--- src/rtl/issue_ctrl.sv ---
// issue_ctrl: dual-issue scheduler between the issue-queue register
// and execute; register scoreboard, in-flight count, priv serialization.
module issue_ctrl #(
  parameter int MAX_INFLIGHT = 8,
  parameter int CNT_W        = 4
) (
  input  logic       aclk,
  input  logic       aresetn,
  input  logic       flush,
  input  logic       in_valid,
  input  logic [1:0] in_slot_v,
  output logic       in_ready,
  input  logic       in_is_alu0,
  input  logic       in_is_alu1,
  input  logic       in_is_priv0,
  input  logic       in_is_priv1,
  input  logic       in_wen0,
  input  logic       in_wen1,
  input  logic [4:0] in_rd0,
  input  logic [4:0] in_rd1,
  input  logic [4:0] in_rj0,
  input  logic [4:0] in_rj1,
  input  logic [4:0] in_rk0,
  input  logic [4:0] in_rk1,
  input  logic       ex_ready,
  output logic       iss_valid0,
  output logic       iss_valid1,
  output logic       iss_sel,
  input  logic       wb_en0,
  input  logic       wb_en1,
  input  logic [4:0] wb_rd0,
  input  logic [4:0] wb_rd1,
  input  logic [1:0] retire_cnt
);

  typedef enum logic [1:0] {
    PAIR,
    SECOND,
    DRAIN
  } state_t;

  localparam logic [CNT_W:0] MAX_C = (CNT_W+1)'(MAX_INFLIGHT);
  localparam logic [CNT_W:0] TWO_C = (CNT_W+1)'(2);

  state_t           state_q, state_d;
  logic [31:0]      busy_q, busy_d;
  logic [31:0]      set_v, clr_v;
  logic [CNT_W-1:0] cnt_q, cnt_d;
  logic             dsec_q, dsec_d;
  logic [CNT_W:0]   cnt_x, sum, ret_x;
  logic             x_is1, x_v, x_wen, x_priv;
  logic [4:0]       x_rd, x_rj, x_rk;
  logic             hz_x, hz_1, pair_ok;
  logic             x_ok, dual_ok, last, fire;
  logic [1:0]       n_iss;
  logic             unused;

  // slot0's ALU class never restricts issue; only slot1 must be simple
  assign unused = in_is_alu0;

  assign cnt_x  = {1'b0, cnt_q};
  assign x_is1  = (state_q == SECOND) |
                  ((state_q == PAIR) & ~in_slot_v[0]);
  assign x_v    = x_is1 ? in_slot_v[1] : in_slot_v[0];
  assign x_wen  = x_is1 ? in_wen1 : in_wen0;
  assign x_priv = x_is1 ? in_is_priv1 : in_is_priv0;
  assign x_rd   = x_is1 ? in_rd1 : in_rd0;
  assign x_rj   = x_is1 ? in_rj1 : in_rj0;
  assign x_rk   = x_is1 ? in_rk1 : in_rk0;

  assign hz_x = busy_q[x_rj] | busy_q[x_rk] |
                (x_wen & busy_q[x_rd]);
  assign hz_1 = busy_q[in_rj1] | busy_q[in_rk1] |
                (in_wen1 & busy_q[in_rd1]);

  assign pair_ok = ~in_wen0 |
                   ((in_rj1 != in_rd0) & (in_rk1 != in_rd0) &
                    ~(in_wen1 & (in_rd1 == in_rd0)));

  assign x_ok = in_valid & x_v & (state_q != DRAIN) & ~hz_x &
                (cnt_x < MAX_C) & (~x_priv | (cnt_q == '0));

  assign dual_ok = x_ok & (state_q == PAIR) & (&in_slot_v) &
                   in_is_alu1 & ~in_is_priv0 & ~in_is_priv1 &
                   ~hz_1 & pair_ok & ((cnt_x + TWO_C) <= MAX_C);

  assign last = dual_ok | x_is1 | ~in_slot_v[1];

  // issue handshake outputs, forced quiet in reset and on flush
  always_comb begin
    iss_valid0 = 1'b0;
    iss_valid1 = 1'b0;
    iss_sel    = 1'b0;
    in_ready   = 1'b0;
    fire       = 1'b0;
    if (aresetn) begin
      iss_sel = x_is1;
      if (flush) begin
        in_ready = in_valid;
      end else begin
        iss_valid0 = x_ok;
        iss_valid1 = dual_ok;
        fire       = x_ok & ex_ready;
        in_ready   = fire & last;
      end
    end
  end

  // next scoreboard, in-flight count and scheduler state
  always_comb begin
    set_v = '0;
    clr_v = '0;
    n_iss = 2'd0;
    if (fire) n_iss = dual_ok ? 2'd2 : 2'd1;
    if (fire & x_wen & (|x_rd)) set_v[x_rd] = 1'b1;
    if (fire & dual_ok & in_wen1 & (|in_rd1))
      set_v[in_rd1] = 1'b1;
    if (wb_en0) clr_v[wb_rd0] = 1'b1;
    if (wb_en1) clr_v[wb_rd1] = 1'b1;
    sum     = cnt_x + {{(CNT_W-1){1'b0}}, n_iss};
    ret_x   = {{(CNT_W-1){1'b0}}, retire_cnt};
    busy_d  = (busy_q | set_v) & ~clr_v & ~32'd1;
    cnt_d   = (sum > ret_x) ? CNT_W'(sum - ret_x) : '0;
    state_d = state_q;
    dsec_d  = dsec_q;
    if (flush) begin
      state_d = PAIR;
      dsec_d  = 1'b0;
      busy_d  = '0;
      cnt_d   = '0;
    end else if (fire) begin
      if (x_priv) begin
        state_d = DRAIN;
        dsec_d  = ~x_is1 & in_slot_v[1];
      end else if (~x_is1 & ~dual_ok & in_slot_v[1]) begin
        state_d = SECOND;
      end else begin
        state_d = PAIR;
      end
    end else if ((state_q == DRAIN) & (cnt_q == '0)) begin
      state_d = dsec_q ? SECOND : PAIR;
      dsec_d  = 1'b0;
    end
  end

  // state registers with synchronous active-low reset
  always_ff @(posedge aclk) begin
    if (!aresetn) begin
      state_q <= PAIR;
      busy_q  <= '0;
      cnt_q   <= '0;
      dsec_q  <= 1'b0;
    end else begin
      state_q <= state_d;
      busy_q  <= busy_d;
      cnt_q   <= cnt_d;
      dsec_q  <= dsec_d;
    end
  end

endmodule

--- config.mk ---
export PLATFORM = sky130hd
export DESIGN_NAME = issue_ctrl
export DESIGN_NICKNAME = d
export VERILOG_FILES = /design/src/rtl/issue_ctrl.sv
export SDC_FILE = /design/constraint.sdc
export NUM_CORES = 1
export LEC_CHECK = 0
export CAP_MARGIN = 25
export CORE_UTILIZATION = 40
export DETAILED_ROUTE_END_ITERATION = 10
export PLACE_DENSITY = 0.67
export SLEW_MARGIN = 20
export SYNTH_ARGS = -nofsm -noshare
export SYNTH_HDL_FRONTEND = slang
export SYNTH_SLANG_ARGS = --single-unit
--- constraint.sdc ---
create_clock -name aclk -period 7.2 [get_ports aclk]
set_input_delay 1.08 -clock aclk [delete_from_list [all_inputs] [get_ports aclk]]
set_output_delay 1.08 -clock aclk [all_outputs]
set_load 0.05 [all_outputs]
### Word level (Yosys, flattened, before mapping)

Cells that the tools add are included.

* register bits after elaboration: 39
* input bits: 57
* output and inout port bits: 4
* word-level logic and storage cells: 149

* add/sub/neg operators: 3
* order comparisons: 15
* eq/ne operators: 7
* mux-type cells: 49
* bitwise operators: 57
* reduce and logical (&&, ||, !) cells: 13

Operator list (number)
* $mux W32: 4
* $or A32 B32 Y32: 3
* $lt A5 B6 Y1 const B: 8
* $and A32 B32 Y32: 1
* $not A32 Y32: 1
* $and A1 B1 Y1: 30
* $bmux W1 S5: 6
* $mux W1: 27
* $demux W1 S5: 4
* $ge A5 B1 Y1 const B: 4
* $mux W5: 3
* $not A1 Y1: 13
* $mux W2: 5
* $ne A5 B5 Y1: 2
* $reduce_or A5 Y1: 2
* $or A1 B1 Y1: 9
* $add A4 B2 Y5: 1
* $add A4 B2 Y5 const B: 1
* $eq A5 B5 Y1: 1
* $gt A5 B2 Y1: 1
* $le A5 B4 Y1 const B: 1
* $logic_and A1 B1 Y1: 4
* $logic_not A4 Y1: 1
* $lt A4 B4 Y1 const B: 1
* 9 further kinds: 11

### Logic depth before layout (Yosys ltp)

* word-level depth: 26
* gate-level depth with buffers: 22
* mapped depth without buffers: 18

### Worst setup path before layout

No wires, ideal clock.

* path type: input to output
* start: in in_rj1[2]
* end: out in_ready
* arrival: 4151 ps
* data required time: 6120 ps
* path slack: 1969 ps
* stages: 9
* buffers on the path: 2
* cells stage by stage: buf_2 mux4_2 mux2_2 o2111ai_1 o41ai_1 nor4_4 nand3_2 clkbuf_1 o21ai_0

* word-level cells in the longest chain between the ends: 22
* elaborated cells between the ends (all ways): 32
* those cells by class: eq/ne: 1; mux: 7; bitwise: 24

Ends and longest elaborated chain
* from (decl): line 22 `input logic [4:0] in_rj1,`
* $mux W5: line 68 `assign x_rj = x_is1 ? in_rj1 : in_rj0;`
* $bmux W1 S5: line 71 `assign hz_x = busy_q[x_rj] | busy_q[x_rk] |`
* $mux W1 (not written as such): line 71
* $or A1 B1 Y1 (2 in series): line 71
* $not A1 Y1: line 80 `assign x_ok = in_valid & x_v & (state_q != DRAIN) & ~hz_x &`
* $and A1 B1 Y1 (2 in series): line 80
* $and A1 B1 Y1: line 81 `(cnt_x < MAX_C) & (~x_priv | (cnt_q == '0));`
* $and A1 B1 Y1 (3 in series): line 83 `assign dual_ok = x_ok & (state_q == PAIR) & (&in_slot_v) &`
* $and A1 B1 Y1 (3 in series): line 84 `in_is_alu1 & ~in_is_priv0 & ~in_is_priv1 &`
* $and A1 B1 Y1 (2 in series): line 85 `~hz_1 & pair_ok & ((cnt_x + TWO_C) <= MAX_C);`
* $or A1 B1 Y1 (2 in series): line 87 `assign last = dual_ok | x_is1 | ~in_slot_v[1];`
* $and A1 B1 Y1 *: line 104 `in_ready = fire & last;`
* $mux W1 *: line 98 `if (flush) begin`
* $mux W1 *: line 96 `if (aresetn) begin`
* to (decl): line 12 `output logic in_ready,`

Mark *: on every way between the ends. The rest lies on a longest branch, timed or not. The select of a mux whose other input is x is not followed.

### Final worst setup path

* start: in in_slot_v[0]
* end: out iss_valid0

* word-level cells in the longest chain between the ends: 14
* elaborated cells between the ends (all ways): 28
* those cells by class: mux: 14; bitwise: 14

Ends and longest elaborated chain
* from (decl): line 11 `input logic [1:0] in_slot_v,`
* $not A1 Y1: line 63 `((state_q == PAIR) & ~in_slot_v[0]);`
* $and A1 B1 Y1: line 63
* $or A1 B1 Y1: line 62 `assign x_is1 = (state_q == SECOND) |`
* $mux W5 (on tied branches): line 68, 67, 69
* $bmux W1 S5 (on tied branches): line 71, 72
* $mux W1 (on tied branches): line 71, 72
* $or A1 B1 Y1 or $and A1 B1 Y1 (tied branches): line 71, 72
* $or A1 B1 Y1: line 71
* $not A1 Y1: line 80
* $and A1 B1 Y1 (2 in series): line 80
* $and A1 B1 Y1 *: line 81
* $mux W1 *: line 98
* $mux W1 *: line 96
* to (decl): line 26 `output logic iss_valid0,`

Marked as above.

==> impl_metrics.sql <==
INSERT INTO impl_metrics (metric_group, metric, value, unit) VALUES
('critical_path', 'timing.critical_path.to', 'iss_valid0', ''),
('yosys', 'syn_avg_cell_area', '8.07', 'sq um'),
('yosys', 'yosys.area.top_type', 'sky130_fd_sc_hd__dfxtp_1', ''),
('floorplanning', 'floorplan.initialDensity', '41.2', '%'),
('yosys', 'synth_enable_flop_cells', '0', ''),
('global_route', 'first_global_vias', '6254', ''),
('timing', 'timing.fmax', '162', 'MHz'),
('routing', 'wl_per_cell', '25.2', 'microns'),
('clock_network', 'clk_root_buffer_cell', 'sky130_fd_sc_hd__clkbuf_16', ''),
('critical_path', 'worstSetupEndpointType', 'output port', ''),
('yosys', 'synthesis.instances', '715', ''),
('routing', 'ant_nets', '0', ''),
('timing', 'final.min_clock_period', '6.19', 'ns'),
('clock_network', 'postCtsSetupBuffers', '0', ''),
('yosys', 'ys_async_sr_fraction', '0', '%'),
('finish', 'finalNetCount', '789', ''),
('critical_path', 'worstPathMaxFanout', '24', ''),
('global_route', 'met2_usage', '49.9', '%'),
('yosys', 'postSynth.topFlopCell', 'sky130_fd_sc_hd__dfxtp_1', ''),
('critical_path', 'setup.worst_path.start', 'in_slot_v[0]', ''),
('global_route', 'top_usage_layer', 'met2', ''),
('timing', 'final.setup.worst_slack', '1.01', 'ns'),
('floorplanning', 'core-area', '14000', 'sq um'),
('floorplanning', 'std_cell_rows', '43', ''),
('hold_path', 'hold_path_class', 'register to register', ''),
('floorplanning', 'floorplan.io_pins', '61', ''),
('finish', 'post-route-cell-area', '6510', 'sq um'),
('timing', 'skew', '0.00408', 'ns'),
('critical_path', 'worstPathRequired', '6.12', 'ns'),
('timing', 'fin_hold_ws', '0.518', 'ns'),
('place', 'dp_hpwl', '16600', 'microns'),
('hold_path', 'holdPathStages', '2', ''),
('critical_path', 'r2r_setup_slack', '1.88', 'ns'),
('outcome', 'status', 'finished clean', ''),
('timing', 'setup_viol', '0', ''),
('yosys', 'netlist_top_cells_area', 'sky130_fd_sc_hd__dfxtp_1 13%, sky130_fd_sc_hd__mux4_2 9.8%, sky130_fd_sc_hd__mux2i_1 7.6%', ''),
('clock_network', 'tritoncts.num_buffers', '5', ''),
('routing', 'route.detailed.vias_per_inst', '7.26', ''),
('critical_path', 'critical_path.startpoint_type', 'primary input', ''),
('clock_network', 'total_clock_sinks', '38', ''),
('critical_path', 'r2r_end', 'cnt_q[3]$_SDFF_PP0_', ''),
('power', 'ir_drop', '0.0741', 'mV'),
('place', 'place.port_buffers', '59', ''),
('clock_network', 'clkSlewWorstSetupHoldPaths', '0.06', 'ns'),
('finish', 'area_growth', '12.8', '%'),
('power', 'leakage', '2.17', 'nW'),
('floorplanning', 'dieWidth', '122', 'microns'),
('timing', 'timing.slew.headroom', '34.5', '%'),
('global_route', 'grt_max_degree', '36', ''),
('routing', 'drc', '0', ''),
('place', 'gp_congestion', '1.04', ''),
('clock_network', 'post_cts_hold_buffer_count', '0', ''),
('yosys', 'ys_warn_count', '0', ''),
('yosys', 'synth.lib_cells_used.distinct', '84', ''),
('clock_network', 'postCtsResizedCells', '0', ''),
('finish', 'final_layout_size_suffix_gt1_share', '9.77', '%'),
('timing', 'tightestPinTransition', '0.981', 'ns'),
('global_route', 'groute.layer.met1.usage', '40.3', '%'),
('clock_network', 'htree_num_levels', '2', ''),
('yosys', 'synth_top_area_share', '13.2', '%'),
('critical_path', 'timing.reg2reg.worst_path_depth', '21', ''),
('routing', 'first_iter_violations', '991', ''),
('timing', 'slew_violations', '0', ''),
('finish', 'fin_util', '46.5', '%'),
('floorplanning', 'die_area', '14900', 'sq um'),
('global_route', 'grt_util_met3', '4.03', '%'),
('timing', 'finalCritPeriodShare', '86.0', '%'),
('routing', 'routed_wl', '22800', 'microns'),
('finish', 'fin_cells', '907', ''),
('yosys', 'netlist_area_before_placement', '5770', 'sq um'),
('global_route', 'wire_length_of_the_first_global_routing_pass', '35500', 'microns');
[where the power goes]
| group | internal (mW) | switching [mW] | total (mW) |
|---|---|---|---|
| registers | 0.211 | 0.00139 | 0.213 |
| logic | 0.0992 | 0.158 | 0.257 |
| clock network | 0.164 | 0.0946 | 0.258 |
| total | 0.474 | 0.254 | 0.728 |
[per-layer routing]
layer,up-vias,part of all wire (%)
li1,2891,-
met3,96,10
met5,-,0
met2,470,45
met1,3131,39
met4,0,5.3
[layout make-up]
cell class | count | area, sq um
clock buffer | 6 | 129
clock inverter | 2 | 37.5
fill | 1361 | 7480
inverter | 28 | 105
multi-input combinational | 579 | 4550
sequential | 38 | 761
tap | 180 | 225
timing repair buffer | 74 | 698
[logic make-up after synthesis]
group | share of synthesized area (%)
AND/OR/NAND/NOR | 26.3
AO/OA/AOI/OAI | 29.8
buffers and inverters | 7.89
multiplexers | 18.4
flip-flops | 13.2
XOR/XNOR | 2.88
adder cells (fa/ha/maj) | 1.56
[critical path: stages]
cell and delay (ns):
sky130_fd_sc_hd__clkdlybuf4s50_1 0.57, sky130_fd_sc_hd__nor2b_4 0.64, sky130_fd_sc_hd__nor2_1 0.14, sky130_fd_sc_hd__mux2i_1 0.32
sky130_fd_sc_hd__o2111ai_1 0.30, sky130_fd_sc_hd__a311o_1 0.44, sky130_fd_sc_hd__nor4_4 0.36, sky130_fd_sc_hd__nand2_1 0.27
sky130_fd_sc_hd__nor2_1 0.17, sky130_fd_sc_hd__clkdlybuf4s50_1 0.82
[state kept, by name, summed over array words and instances (netlist names)]
name	flops
dsec_q	1
cnt_q	4
busy_q	31
state_q	2
[cell usage in the layout, fill, tap and decap left out, types with 10 or more instances in the layout]
cell type,instances
sky130_fd_sc_hd__a21oi_1,36
sky130_fd_sc_hd__a221o_1,19
sky130_fd_sc_hd__a221oi_1,20
sky130_fd_sc_hd__a41oi_1,10
sky130_fd_sc_hd__and2_1,10
sky130_fd_sc_hd__and3_1,13
sky130_fd_sc_hd__buf_4,17
sky130_fd_sc_hd__clkdlybuf4s50_1,57
sky130_fd_sc_hd__dfxtp_1,38
sky130_fd_sc_hd__inv_1,28
sky130_fd_sc_hd__mux2i_1,44
sky130_fd_sc_hd__mux4_2,25
sky130_fd_sc_hd__nand2_1,48
sky130_fd_sc_hd__nand3_1,23
sky130_fd_sc_hd__nand4_1,16
sky130_fd_sc_hd__nor2_1,36
sky130_fd_sc_hd__nor2b_1,13
sky130_fd_sc_hd__nor3_1,20
sky130_fd_sc_hd__nor3b_1,11
sky130_fd_sc_hd__nor4_1,15
sky130_fd_sc_hd__o21ai_0,16
sky130_fd_sc_hd__o31a_1,11
sky130_fd_sc_hd__xnor2_1,10
[worst min-delay path by stage]
stage,start,endpoint,slack (ns)
after floorplan,dsec_q$_SDFFE_PP0P_,dsec_q$_SDFFE_PP0P_,0.47
after global placement,dsec_q$_SDFFE_PP0P_,dsec_q$_SDFFE_PP0P_,0.48
after global routing,dsec_q$_SDFFE_PP0P_,dsec_q$_SDFFE_PP0P_,0.57
after CTS,dsec_q$_SDFFE_PP0P_,dsec_q$_SDFFE_PP0P_,0.52
final,dsec_q$_SDFFE_PP0P_,dsec_q$_SDFFE_PP0P_,0.52
after detailed placement,dsec_q$_SDFFE_PP0P_,dsec_q$_SDFFE_PP0P_,0.51
[cell usage after synthesis (6+ instances only)]
master,count
sky130_fd_sc_hd__xor2_1,9
sky130_fd_sc_hd__buf_1,8
sky130_fd_sc_hd__a221oi_1,20
sky130_fd_sc_hd__xnor2_1,10
sky130_fd_sc_hd__inv_1,28
sky130_fd_sc_hd__dfxtp_1,38
sky130_fd_sc_hd__and4_1,9
sky130_fd_sc_hd__nor2_1,36
sky130_fd_sc_hd__a41oi_1,10
sky130_fd_sc_hd__a31oi_1,9
sky130_fd_sc_hd__and2_1,10
sky130_fd_sc_hd__o41a_1,6
sky130_fd_sc_hd__nor3_1,20
sky130_fd_sc_hd__nor2b_1,13
sky130_fd_sc_hd__o21ai_1,7
sky130_fd_sc_hd__o21a_1,6
sky130_fd_sc_hd__or4b_1,8
sky130_fd_sc_hd__nand4_1,16
sky130_fd_sc_hd__nand3_1,23
sky130_fd_sc_hd__clkbuf_1,32
sky130_fd_sc_hd__a32oi_1,6
sky130_fd_sc_hd__buf_2,18
sky130_fd_sc_hd__and3_1,13
sky130_fd_sc_hd__mux2i_1,44
sky130_fd_sc_hd__a221o_1,19
sky130_fd_sc_hd__o22ai_1,6
sky130_fd_sc_hd__o31a_1,11
sky130_fd_sc_hd__o21ai_0,16
sky130_fd_sc_hd__nand2_1,48
sky130_fd_sc_hd__mux4_2,25
sky130_fd_sc_hd__a21oi_1,36
sky130_fd_sc_hd__and3b_1,7
sky130_fd_sc_hd__nor3b_1,11
sky130_fd_sc_hd__o211ai_1,7
sky130_fd_sc_hd__nor4_1,15
sky130_fd_sc_hd__a2111oi_0,8
sky130_fd_sc_hd__or3_1,7
sky130_fd_sc_hd__buf_6,6
No activity file was read; power rests on OpenSTA's default activity.
